===== src/rtl/uart_rx_fifo.sv =====
// uart_rx_fifo: 16x oversampling UART receiver feeding a first-word-fall-through receive FIFO.
// Define UART_RX_PARITY_EN to expect one even-parity bit between the data bits and the stop bit.
module uart_rx_fifo #(
    parameter int unsigned WIDTH_DATA = 8,
    parameter int unsigned CLK_DIV    = 4,
    parameter int unsigned FIFO_DEPTH = 4
) (
    input  logic                  i_clk,
    input  logic                  i_rst,
    input  logic                  i_rx,
    output logic [WIDTH_DATA-1:0] o_data,
    output logic                  o_rdy,
    input  logic                  i_re,
    output logic                  o_full,
    output logic                  o_ferr,
    output logic                  o_ovf,
    output logic                  o_perr
);

    localparam int unsigned DivW = (CLK_DIV > 1) ? $clog2(CLK_DIV) : 1;
    localparam int unsigned IdxW = (WIDTH_DATA > 1) ? $clog2(WIDTH_DATA) : 1;
    localparam int unsigned PtrW = $clog2(FIFO_DEPTH);
    localparam int unsigned CntW = PtrW + 1;

    typedef enum logic [2:0] {
        StIdle,
        StStart,
        StData,
`ifdef UART_RX_PARITY_EN
        StParity,
`endif
        StStop
    } state_e;

    state_e                state_q, state_d;
    logic                  rx_meta_q, rx_sync_q;
    logic [DivW-1:0]       div_q;
    logic [3:0]            cnt_q, cnt_d;
    logic [IdxW-1:0]       idx_q, idx_d;
    logic [WIDTH_DATA-1:0] shift_q, shift_d;
    logic [1:0]            samp_q, samp_d;
    logic                  armed_q, armed_d;
    logic                  ferr_q, ferr_d;
    logic                  ovf_q, ovf_d;
    logic                  tick, vote, bad_par, push_req, push, pop, full;
    logic [PtrW-1:0]       wr_q, rd_q;
    logic [CntW-1:0]       count_q;
    logic [WIDTH_DATA-1:0] mem_q [FIFO_DEPTH];

    assign tick = (div_q == DivW'(CLK_DIV - 1));
    // Majority of the samples taken at counts 7 and 8 plus the live one at count 9.
    assign vote = (samp_q[0] & samp_q[1]) | (samp_q[0] & rx_sync_q) | (samp_q[1] & rx_sync_q);

`ifdef UART_RX_PARITY_EN
    logic par_q, par_d, perr_q, perr_d;
    assign bad_par = ^{shift_q, par_q};
    assign o_perr  = perr_q;
`else
    assign bad_par = 1'b0;
    assign o_perr  = 1'b0;
`endif

    always_comb begin
        state_d  = state_q;
        cnt_d    = cnt_q;
        idx_d    = idx_q;
        shift_d  = shift_q;
        samp_d   = samp_q;
        armed_d  = armed_q;
        push_req = 1'b0;
        ferr_d   = 1'b0;
`ifdef UART_RX_PARITY_EN
        par_d    = par_q;
        perr_d   = 1'b0;
`endif
        if (tick) begin
            if (state_q != StIdle) begin
                cnt_d = cnt_q + 4'd1;
                if (cnt_q == 4'd7) samp_d[0] = rx_sync_q;
                if (cnt_q == 4'd8) samp_d[1] = rx_sync_q;
            end
            case (state_q)
                StIdle: begin
                    // A start is only accepted once the line has been seen idle-high.
                    if (rx_sync_q) begin
                        armed_d = 1'b1;
                    end else if (armed_q) begin
                        state_d = StStart;
                        cnt_d   = 4'd0;
                        armed_d = 1'b0;
                    end
                end
                StStart: begin
                    if (cnt_q == 4'd9 && vote) begin
                        state_d = StIdle;
                    end else if (cnt_q == 4'd15) begin
                        state_d = StData;
                        idx_d   = '0;
                    end
                end
                StData: begin
                    if (cnt_q == 4'd9) shift_d[idx_q] = vote;
                    if (cnt_q == 4'd15) begin
                        idx_d = idx_q + IdxW'(1);
                        if (idx_q == IdxW'(WIDTH_DATA - 1)) begin
`ifdef UART_RX_PARITY_EN
                            state_d = StParity;
`else
                            state_d = StStop;
`endif
                        end
                    end
                end
`ifdef UART_RX_PARITY_EN
                StParity: begin
                    if (cnt_q == 4'd9) par_d = vote;
                    if (cnt_q == 4'd15) state_d = StStop;
                end
`endif
                StStop: begin
                    // Leave at the mid-bit decision so the next start edge is never missed.
                    if (cnt_q == 4'd9) begin
                        state_d = StIdle;
                        if (vote) push_req = !bad_par;
                        else      ferr_d   = 1'b1;
`ifdef UART_RX_PARITY_EN
                        perr_d = bad_par;
`endif
                    end
                end
                default: state_d = StIdle;
            endcase
        end
    end

    assign full  = (count_q == CntW'(FIFO_DEPTH));
    assign pop   = i_re && o_rdy;
    assign push  = push_req && (!full || pop);
    assign ovf_d = push_req && full && !pop;

    always_ff @(posedge i_clk) begin
        if (i_rst) begin
            rx_meta_q <= 1'b1;
            rx_sync_q <= 1'b1;
            div_q     <= '0;
            state_q   <= StIdle;
            cnt_q     <= '0;
            idx_q     <= '0;
            shift_q   <= '0;
            samp_q    <= '0;
            armed_q   <= 1'b0;
            ferr_q    <= 1'b0;
            ovf_q     <= 1'b0;
            wr_q      <= '0;
            rd_q      <= '0;
            count_q   <= '0;
`ifdef UART_RX_PARITY_EN
            par_q     <= 1'b0;
            perr_q    <= 1'b0;
`endif
        end else begin
            rx_meta_q <= i_rx;
            rx_sync_q <= rx_meta_q;
            div_q     <= tick ? '0 : div_q + DivW'(1);
            state_q   <= state_d;
            cnt_q     <= cnt_d;
            idx_q     <= idx_d;
            shift_q   <= shift_d;
            samp_q    <= samp_d;
            armed_q   <= armed_d;
            ferr_q    <= ferr_d;
            ovf_q     <= ovf_d;
`ifdef UART_RX_PARITY_EN
            par_q     <= par_d;
            perr_q    <= perr_d;
`endif
            if (push) wr_q <= wr_q + PtrW'(1);
            if (pop)  rd_q <= rd_q + PtrW'(1);
            case ({push, pop})
                2'b10:   count_q <= count_q + CntW'(1);
                2'b01:   count_q <= count_q - CntW'(1);
                default: count_q <= count_q;
            endcase
        end
    end

    always_ff @(posedge i_clk) begin
        if (push) mem_q[wr_q] <= shift_q;
    end

    assign o_rdy  = (count_q != '0);
    assign o_full = full;
    assign o_data = o_rdy ? mem_q[rd_q] : '0;
    assign o_ferr = ferr_q;
    assign o_ovf  = ovf_q;

endmodule


===== config.mk =====
export PLATFORM = sky130hd
export DESIGN_NAME = uart_rx_fifo
export DESIGN_NICKNAME = d
export VERILOG_FILES = /design/src/rtl/uart_rx_fifo.sv
export SDC_FILE = /design/constraint.sdc
export NUM_CORES = 1
export LEC_CHECK = 0
export BUFFER_PORTS_ARGS = -buffer_cell sky130_fd_sc_hd__buf_2
export CAP_MARGIN = 20
export CORE_UTILIZATION = 61
export DETAILED_ROUTE_END_ITERATION = 7
export MAX_ROUTING_LAYER = met4
export PLACE_DENSITY = 0.87
export SETUP_SLACK_MARGIN = 0.02
export SLEW_MARGIN = 20
export SYNTH_ARGS = -nofsm -noshare
export SYNTH_HDL_FRONTEND = slang
export SYNTH_SLANG_ARGS = --single-unit

===== constraint.sdc =====
create_clock -name i_clk -period 6.3 [get_ports i_clk]
set_clock_uncertainty 0.2 [all_clocks]
set_input_delay 1.26 -clock i_clk [delete_from_list [all_inputs] [get_ports i_clk]]
set_output_delay 1.26 -clock i_clk [all_outputs]
set_load 0.005 [all_outputs]

# Word level (Yosys, flattened, before mapping)
# Memories as Yosys holds them, arrays and structs flattened. A register that Yosys moved wholly into a read port is not among the register bits.
# Cells that the tools add are included.
totals:
  ff_bits: 34
  ram_bits: 32
  in_bits: 4
  out_inout_bits: 13
  elab_cells: 106
  n_memories: 1
classes:
  n_addsub: 7
  magnitude_cmp: 2
  eq_ne: 20
  n_mux: 31
  bitwise_logic: 8
  reduce_logical: 22
memory_table:
  columns: ["name", "words", "width", "read_ports", "rd_clocked_by_memory_dff", "write_ports", "line_no", "source"]
  rows:
  - ["mem_q", 4, 8, 1, 1, 1, "48", "logic [WIDTH_DATA-1:0] mem_q [FIFO_DEPTH];"]
ops:
  columns: ["cell", "n"]
  rows:
  - ["$mux W3", 10]
  - ["$mux W4", 4]
  - ["$ne A2 B2 Y1 const B", 7]
  - ["$eq A4 B4 Y1 const B", 3]
  - ["$pmux W3 S2", 2]
  - ["$pmux W3 S4", 1]
  - ["$mux W1", 9]
  - ["$reduce_and A3 Y1", 3]
  - ["$bwmux W8", 1]
  - ["$mux W8", 1]
  - ["$reduce_and A7 Y1", 1]
  - ["$add A2 B1 Y2 const B", 3]
  - ["$add A3 B1 Y3 const B", 2]
  - ["$eq A3 B2 Y1 const B", 2]
  - ["$eq A3 B3 Y1 const B", 2]
  - ["$logic_and A1 B1 Y1", 6]
  - ["$reduce_bool A3 Y1", 2]
  - ["$reduce_and A5 Y1", 1]
  - ["$add A4 B1 Y4 const B", 1]
  - ["$eq A2 B2 Y1 const B", 2]
  - ["$eq A4 B3 Y1 const B", 1]
  - ["$lt A3 B4 Y1 const B", 1]
  - ["$mux W2", 2]
  - ["$reduce_bool A2 Y1", 2]
  - ["15 further kinds", 21]

# Logic depth before layout (Yosys ltp)
# Gate-level depths: netlist of run 1.
depth:
  depth_word: 10
  ltp_mapped: 10
  ltp_nobuf: 10

# Worst setup path after synthesis of run 1
# No wires, ideal clock.
synth_path:
  path_type: "input-to-reg"
  startpoint: "in i_re"
  endpoint: "reg count_q[2]"
  setup_time_ns: 0.106
  arrival_time_ns: 2.676
  required_time_ns: 5.994
  path_slack_ns: 3.318
  path_stages: 7
  path_buffers: 0
  path_cell_list: "nand2_1 nor2_1 fa_1 nand2b_1 a311o_1 a211o_1 o311ai_0"
synth_via:
  elab_chain_cells: 5
  elab_cells_between_ends: 7
  classes_between: "eq/ne (2); mux (1); reduce/logical (4)"
synth_rtl:
  columns: ["element", "line_no", "source"]
  rows:
  - ["start, declared", "13", "input logic i_re,"]
  - ["$logic_and A1 B1 Y1 (*)", "137", "assign pop = i_re && o_rdy;"]
  - ["$logic_or A1 B1 Y1", "138", "assign push = push_req && (!full || pop);"]
  - ["$logic_and A1 B1 Y1", "138", null]
  - ["$eq A2 B1 Y1 / $eq A2 B2 Y1 (equally long branches)", "179", "case ({push, pop})"]
  - ["$pmux W3 S2 / $reduce_bool A2 Y1 (equally long branches)", null, null]
  - ["end signal, assigned", "180", "2'b10: count_q <= count_q + CntW'(1);"]
  - ["end signal, assigned", "181", "2'b01: count_q <= count_q - CntW'(1);"]
  - ["end signal, assigned", "182", "default: count_q <= count_q;"]
  - ["end, declared", "47", "logic [CntW-1:0] count_q;"]
# Mark *: on every way between the ends. The rest lies on a longest branch, timed or not.
# A chain may end at the register's enable or synchronous reset.

==> metrics.yaml, run 1 <==
wire_per_inst_um: 15.9
final.min_clock_period_ns: 3.34
cts_tree: "done"
insertion_delay_ns: 0.33
cts-resized-gates: 0
vias: 1858
drt_wl_total_um: 4970
fp-row-count: 25
grt_pass1_vias: 1759
antenna_cells: 0
dp_slack_ns: 3.05
synth_nets: 258
dp_hpwl_um: 3270
ys_ff_latch: 67
port_buffers: 15
root_buffer: "clkbuf_8"
worstSetupPathType: "flop to output pin"
worst_slew_pin_slew_ns: 0.624
synth_area_leaders: "edfxtp_1, dfxtp_1, mux4_2"
critPathTopFamily: "flip-flops"
rsz0062_at_grt: "false"
cts_buffers: 9
synth_top_area_cell: "edfxtp_1"
final_layout_size_suffix_gt1_share_pct: 17.4
fmax_ghz: 0.300
clock_sinks: 67
max_stage_delay_ns: 0.67
synth_common_cells: "dfxtp_1, edfxtp_1, nor2_1"
regArea_um2: 1660
cpMaxStageDelayCell: "dfxtp_1"
synth-main-ff-cell: "dfxtp_1"
cap_violations: 0
antenna_found_initial: 0
placedCellCount: 297
setup_ws_ns: 2.96
yosysSeqAreaShare_pct: 55.9
area_delta_synth_final_pct: 7.75
start_kind: "flop"
p_leak_nw: 1.24
grt_overflow: 0
crit_fanout: 8
final_hold_viol_count: 0
core_area_um2: 4690
dieArea_um2: 5150
fin_tns_setup_ns: 0
setup_violations: 0
arrival_ns: 1.88
yosysWarnings: 0
grt_use_total_pct: 22.6
ctsHoldBuffers: 0
place_congestion: 0.831
syn_inst: 243
ios: 17
clock_path_buffers: 2
instances_no_fill: 313
synth_top_area_share_pct: 32.3
cts_setup_buffers: 0
pwr_density_cell_nw_per_um2: 242
worst-path-buf-inv: 1
drc: 0
async_flop_share_pct: 0
synth_area_um2: 2970
fillerInstances: 338
crit_path_end_kind: "output pin"
firstDrtPassIters: 4
die_h_um: 71.8
cts.reportedPaths.clkPinSlew_ns: 0.07
synth_enable_flop_cells: 32
synth_cell_type_count: 50
drt_iter0_drc: 150
detail-route-antenna-nets: 0
hold_class: "flop to flop"
synth_most_common_cell: "dfxtp_1"
grt_max_degree: 35
final_nets: 269
multi_input_area_um2: 1210
routed_via_density: 5.94
status: "completed"
grt_pass1_wl_um: 8460
fin_crit_sh_pct: 53.0
worstPathRequired_ns: 4.84
die_w_um: 71.8
slew_violations: 0
cts.htree.levels: 3
start_util_pct: 63.3
path_cells: "mux4_2, and2_1, buf_2"
ir_worst_vdd_uv: 166
slew_headroom_pct: 58.3
syn_avg_cell_area_um2: 12.2
flip-flops by register name, summed over array words and instances, names as in the netlist, named ones only:
signal / flops
o_ovf: 1
rx_meta_q: 1
rx_sync_q: 1
o_ferr: 1
samp_q: 2
count_q: 3
cnt_q: 4
state_q: 2
shift_q: 8
mem_q: 32
wr_q: 2
div_q: 2
idx_q: 3
armed_q: 1
rd_q: 2
power breakdown:
group / total [mW] / internal [mW] / switching, mW
Sequential: 0.459 / 0.455 / 0.00351
Combinational: 0.0236 / 0.0113 / 0.0123
Clock: 0.292 / 0.139 / 0.153
Total: 0.774 / 0.605 / 0.169
layer usage:
metal  global-route usage, %  up-vias  wire length (µm)
met2                    37.2       44              2560
met1                    26.7      902              2180
met4                    7.84        0                63
met3                    6.47        7               165
li1                        -      905                 -
met5                       -        -                 0
kinds of logic after synthesis:
family          synth area share (%)
fa+ha+maj                       5.26
xor+xnor                       0.884
buf+inv                         3.33
simple gates                    16.6
flops                           55.9
other cells                    0.126
compound gates                  5.77
mux                             12.1
final cells by class:
type	count	share of cell area, %
sequential	67	51.9
multi-input combinational	154	37.8
clock buffer	10	3.99
timing repair buffer	15	2.34
tap	54	2.11
clock inverter	6	1.02
inverter	7	0.821
worst register-to-register path, stage by stage, from the launching register on:
cell and delay [ns]:
dfxtp_1 0.34, ha_1 0.38, and4b_1 0.58, and3_1 0.26
nor2_1 0.06, fa_1 0.40, nand2b_1 0.17, a311o_1 0.32
a211o_1 0.28, o311ai_0 0.10
stage by stage:
stage | power [mW] | cell area, µm² | util [%] | hold slack, ns
final | 0.774 | 3200 | 68.2 | 0.210
after global placement | 0.492 | 3040 | 64.8 | 0.194
after floorplan | 0.486 | 2970 | - | 0.189
after CTS | 0.778 | 3200 | 68.2 | 0.210
after detailed placement | 0.492 | 3040 | 64.8 | 0.196
after global routing | 0.800 | 3200 | 68.2 | 0.234
final timing paths:
kind                            startpoint          to  slack (ns)  cells past startpoint
worst min register to register   rx_meta_q   rx_sync_q        0.21                      1
worst max-delay path                  flop   o_data[0]        2.96                      3
worst max register to register    div_q[0]  count_q[2]        3.10                      9
worst min-delay path             rx_meta_q   rx_sync_q        0.21                      1
cell usage in the layout (no fill, tap or decap), types with 2 or more instances in the layout:
cell type / instances
mux2i_1: 13
inv_1: 7
clkinv_2: 2
or2_2: 3
nand4_1: 7
o21ai_0: 6
dfxtp_1: 35
nor3_1: 5
nor2_1: 27
xor2_1: 2
clkinv_1: 2
mux4_2: 8
nand2_1: 9
clkbuf_8: 9
and2_1: 14
a211o_1: 2
clkinvlp_4: 2
edfxtp_1: 32
nor2b_1: 6
buf_2: 15
a22o_1: 3
a21oi_1: 4
nand4b_1: 5
nand3_1: 4
ha_1: 10
Power figures use the tool's default switching activity.
==> run 2: changes to the inputs <==
--- a/config.mk
+++ b/config.mk
@@ -5,12 +5,13 @@
 export SDC_FILE = /design/constraint.sdc
 export NUM_CORES = 1
 export LEC_CHECK = 0
+export ABC_AREA = 1
 export BUFFER_PORTS_ARGS = -buffer_cell sky130_fd_sc_hd__buf_2
 export CAP_MARGIN = 20
-export CORE_UTILIZATION = 61
+export CORE_UTILIZATION = 60
 export DETAILED_ROUTE_END_ITERATION = 7
 export MAX_ROUTING_LAYER = met4
-export PLACE_DENSITY = 0.87
+export PLACE_DENSITY = 0.86
 export SETUP_SLACK_MARGIN = 0.02
 export SLEW_MARGIN = 20
 export SYNTH_ARGS = -nofsm -noshare
==> constraint.sdc (replaced) <==
create_clock -name i_clk -period 3.3 [get_ports i_clk]
set_clock_uncertainty 0.2 [all_clocks]
set_input_delay 0.66 -clock i_clk [delete_from_list [all_inputs] [get_ports i_clk]]
set_output_delay 0.66 -clock i_clk [all_outputs]
set_load 0.005 [all_outputs]
==> run 2 against run 1 <==
  * Flip-flop and latch count is the same
  * Setup slack got worse by 2.3 ns
  * Register-to-register slack lost 2.1 ns
  * Largest cell class unchanged
  * Largest power group unchanged
==> metrics.yaml, run 2 <==
status: "completed"
antenna_cells: 0
worst-path-buf-inv: 2
min_from: "rx_meta_q"
final.min_clock_period_ns: 2.59
yosysSeqAreaShare_pct: 55.4
grt_pass1_wl_um: 9130
port_buffers: 15
layout_common_cells: "nor2_1, inv_1, dfxtp_1"
start_kind: "flop"
wire_per_inst_um: 13.9
firstDrtPassIters: 4
cts.reportedPaths.clkPinSlew_ns: 0.07
drc: 0
synth_cell_type_count: 36
yosysWarnings: 0
clkPwrFrac_pct: 36.0
path_cells: "inv_2, o21ai_0, a21oi_1, buf_2"
final_nets: 360
fin_tns_setup_ns: 0
cts_setup_buffers: 0
root_buffer: "clkbuf_8"
synth_common_cells: "nor2_1, dfxtp_1, inv_1"
cap_violations: 0
detail-route-antenna-nets: 0
cpMaxStageDelayCell: "dfxtp_1"
crit_path_end_kind: "output pin"
antenna_found_initial: 0
routed_via_density: 5.34
fin_crit_sh_pct: 78.4
p_sw_mw: 0.593
ir_worst_vdd_uv: 351
vias: 2226
r2r-start: "div_q[0]"
rsz0062_at_grt: "false"
core_area_um2: 4750
cts_buffers: 9
hold_class: "flop to flop"
synth_nets: 342
place_congestion: 0.864
grt_pass1_vias: 2019
worst_slew_pin_slew_ns: 0.656
synth_area_um2: 3000
grt_use_total_pct: 24.9
p_total_mw: 2.05
cts-resized-gates: 0
ctsHoldBuffers: 0
whs_ns: 0.212
synth_area_leaders: "edfxtp_1, dfxtp_1, nor2_1"
dieArea_um2: 5280
async_flop_share_pct: 0
rr_endpoint: "mem_q[3][7]"
clock_sinks: 67
crit_fanout: 17
fmax_ghz: 0.386
ys_ff_latch: 67
sw_frac_of_total_pct: 29.0
synth-main-ff-cell: "dfxtp_1"
arrival_ns: 1.73
area_delta_synth_final_pct: 11.3
synth_enable_flop_cells: 32
p_int_mw: 1.46
top_regs: "mem_q x32, shift_q x8, cnt_q x4"
clock_path_buffers: 2
die_h_um: 72.7
syn_avg_cell_area_um2: 9.16
p_comb_share_pct: 18.1
hold_end: "rx_sync_q"
synth_top_area_share_pct: 32.1
synth_most_common_cell: "nor2_1"
hold_depth: 1
p_leak_nw: 1.29
postLayoutCoreUtil_pct: 70.1
regMostFlops: "mem_q"
cts_tree: "done"
drt_wl_total_um: 5780
slew_violations: 0
grt_overflow: 0
insertion_delay_ns: 0.35
ios: 17
dp_hpwl_um: 4190
slew_headroom_pct: 56.1
synth_top_area_cell: "edfxtp_1"
worstRegToRegCells: 7
max_stage_delay_ns: 0.66
critPathTopFamily: "flip-flops"
setup_violations: 0
final_layout_size_suffix_gt1_share_pct: 16.9
final_hold_viol_count: 0
r2r_setup_slack_ns: 0.99
largest_reg_flops: 32
final_common_cell: "nor2_1"
die_w_um: 72.7
fp-row-count: 25
start_util_pct: 63.0
worstPathRequired_ns: 2.44
grt_max_degree: 19
cts.htree.levels: 3
worstSetupPathType: "flop to output pin"
syn_inst: 327
seq_power_share_pct: 45.9
drt_iter0_drc: 92
pwr_density_cell_nw_per_um2: 614
-- run 2: cell count changes in the layout (fill, tap and decap cells not counted), moves of 6 or more --
cell / previous run / this run
a21oi_1: 4 / 30
o21ai_0: 6 / 24
inv_2: 0 / 9
nor2b_1: 6 / 0
and2_1: 14 / 0
nand2_1: 9 / 27
nor2_1: 27 / 62
mux4_2: 8 / 0
inv_1: 7 / 35
mux2i_1: 13 / 0
o21ai_1: 0 / 8
-- run 2: cell families after synthesis --
kind of cell,after synthesis,share of synthesized area (%)
adder cells (fa/ha/maj),11,4.84
XOR/XNOR,1,0.292
buffers and inverters,53,6.93
other,1,0.125
flip-flops,67,55.4
AO/OA/AOI/OAI,74,13.4
AND/OR/NAND/NOR,120,19.0
-- run 2: power groups by stage --
stage               sequential, mW  clock [mW]  combinational [mW]
global placement             0.956           0               0.347
detailed placement           0.959           0               0.365
finish                       0.940       0.738               0.371
floorplan                    0.931           0               0.265
CTS                          0.941       0.748               0.367
global route                 0.946       0.782               0.414
-- run 2: per-layer routing --
metal  track usage, %  share of wire [%]  up-vias
met5                -                  0        -
met4             16.8                4.8        0
met3             6.35                3.3       20
met2             40.1                 50       56
met1             27.3                 42     1027
li1                 -                  -     1123
-- run 2: layout make-up --
| class | count | area [µm²] |
|---|---|---|
| Clock buffer | 10 | 128 |
| Clock inverter | 6 | 90.1 |
| Fill cell | 349 | 1420 |
| Inverter | 45 | 169 |
| Multi-Input combinational cell | 207 | 1130 |
| Sequential cell | 67 | 1660 |
| Tap cell | 67 | 83.8 |
| Timing Repair Buffer | 15 | 75.1 |
-- run 2: worst max-delay path by stage --
stage	from	to	slack, ns	depth (start not counted)
4_1_cts	flop	o_data[0]	0.69	4
3_3_place_gp	div_q[0]	mem_q[3][3]	1.06	7
3_5_place_dp	div_q[0]	mem_q[3][0]	0.97	7
2_1_floorplan	div_q[0]	mem_q[0][0]	1.27	8
5_1_grt	flop	o_data[3]	0.57	4
6_report	flop	o_data[0]	0.71	4
-- run 2: stage by stage --
stage | instance area, µm² | setup WS [ns] | instances
after floorplan | 3000 | 1.27 | 327
after global placement | 3120 | 1.06 | 401
after detailed placement | 3120 | 0.965 | 401
after CTS | 3330 | 0.693 | 417
after global routing | 3330 | 0.572 | 417
final | 3330 | 0.712 | 417
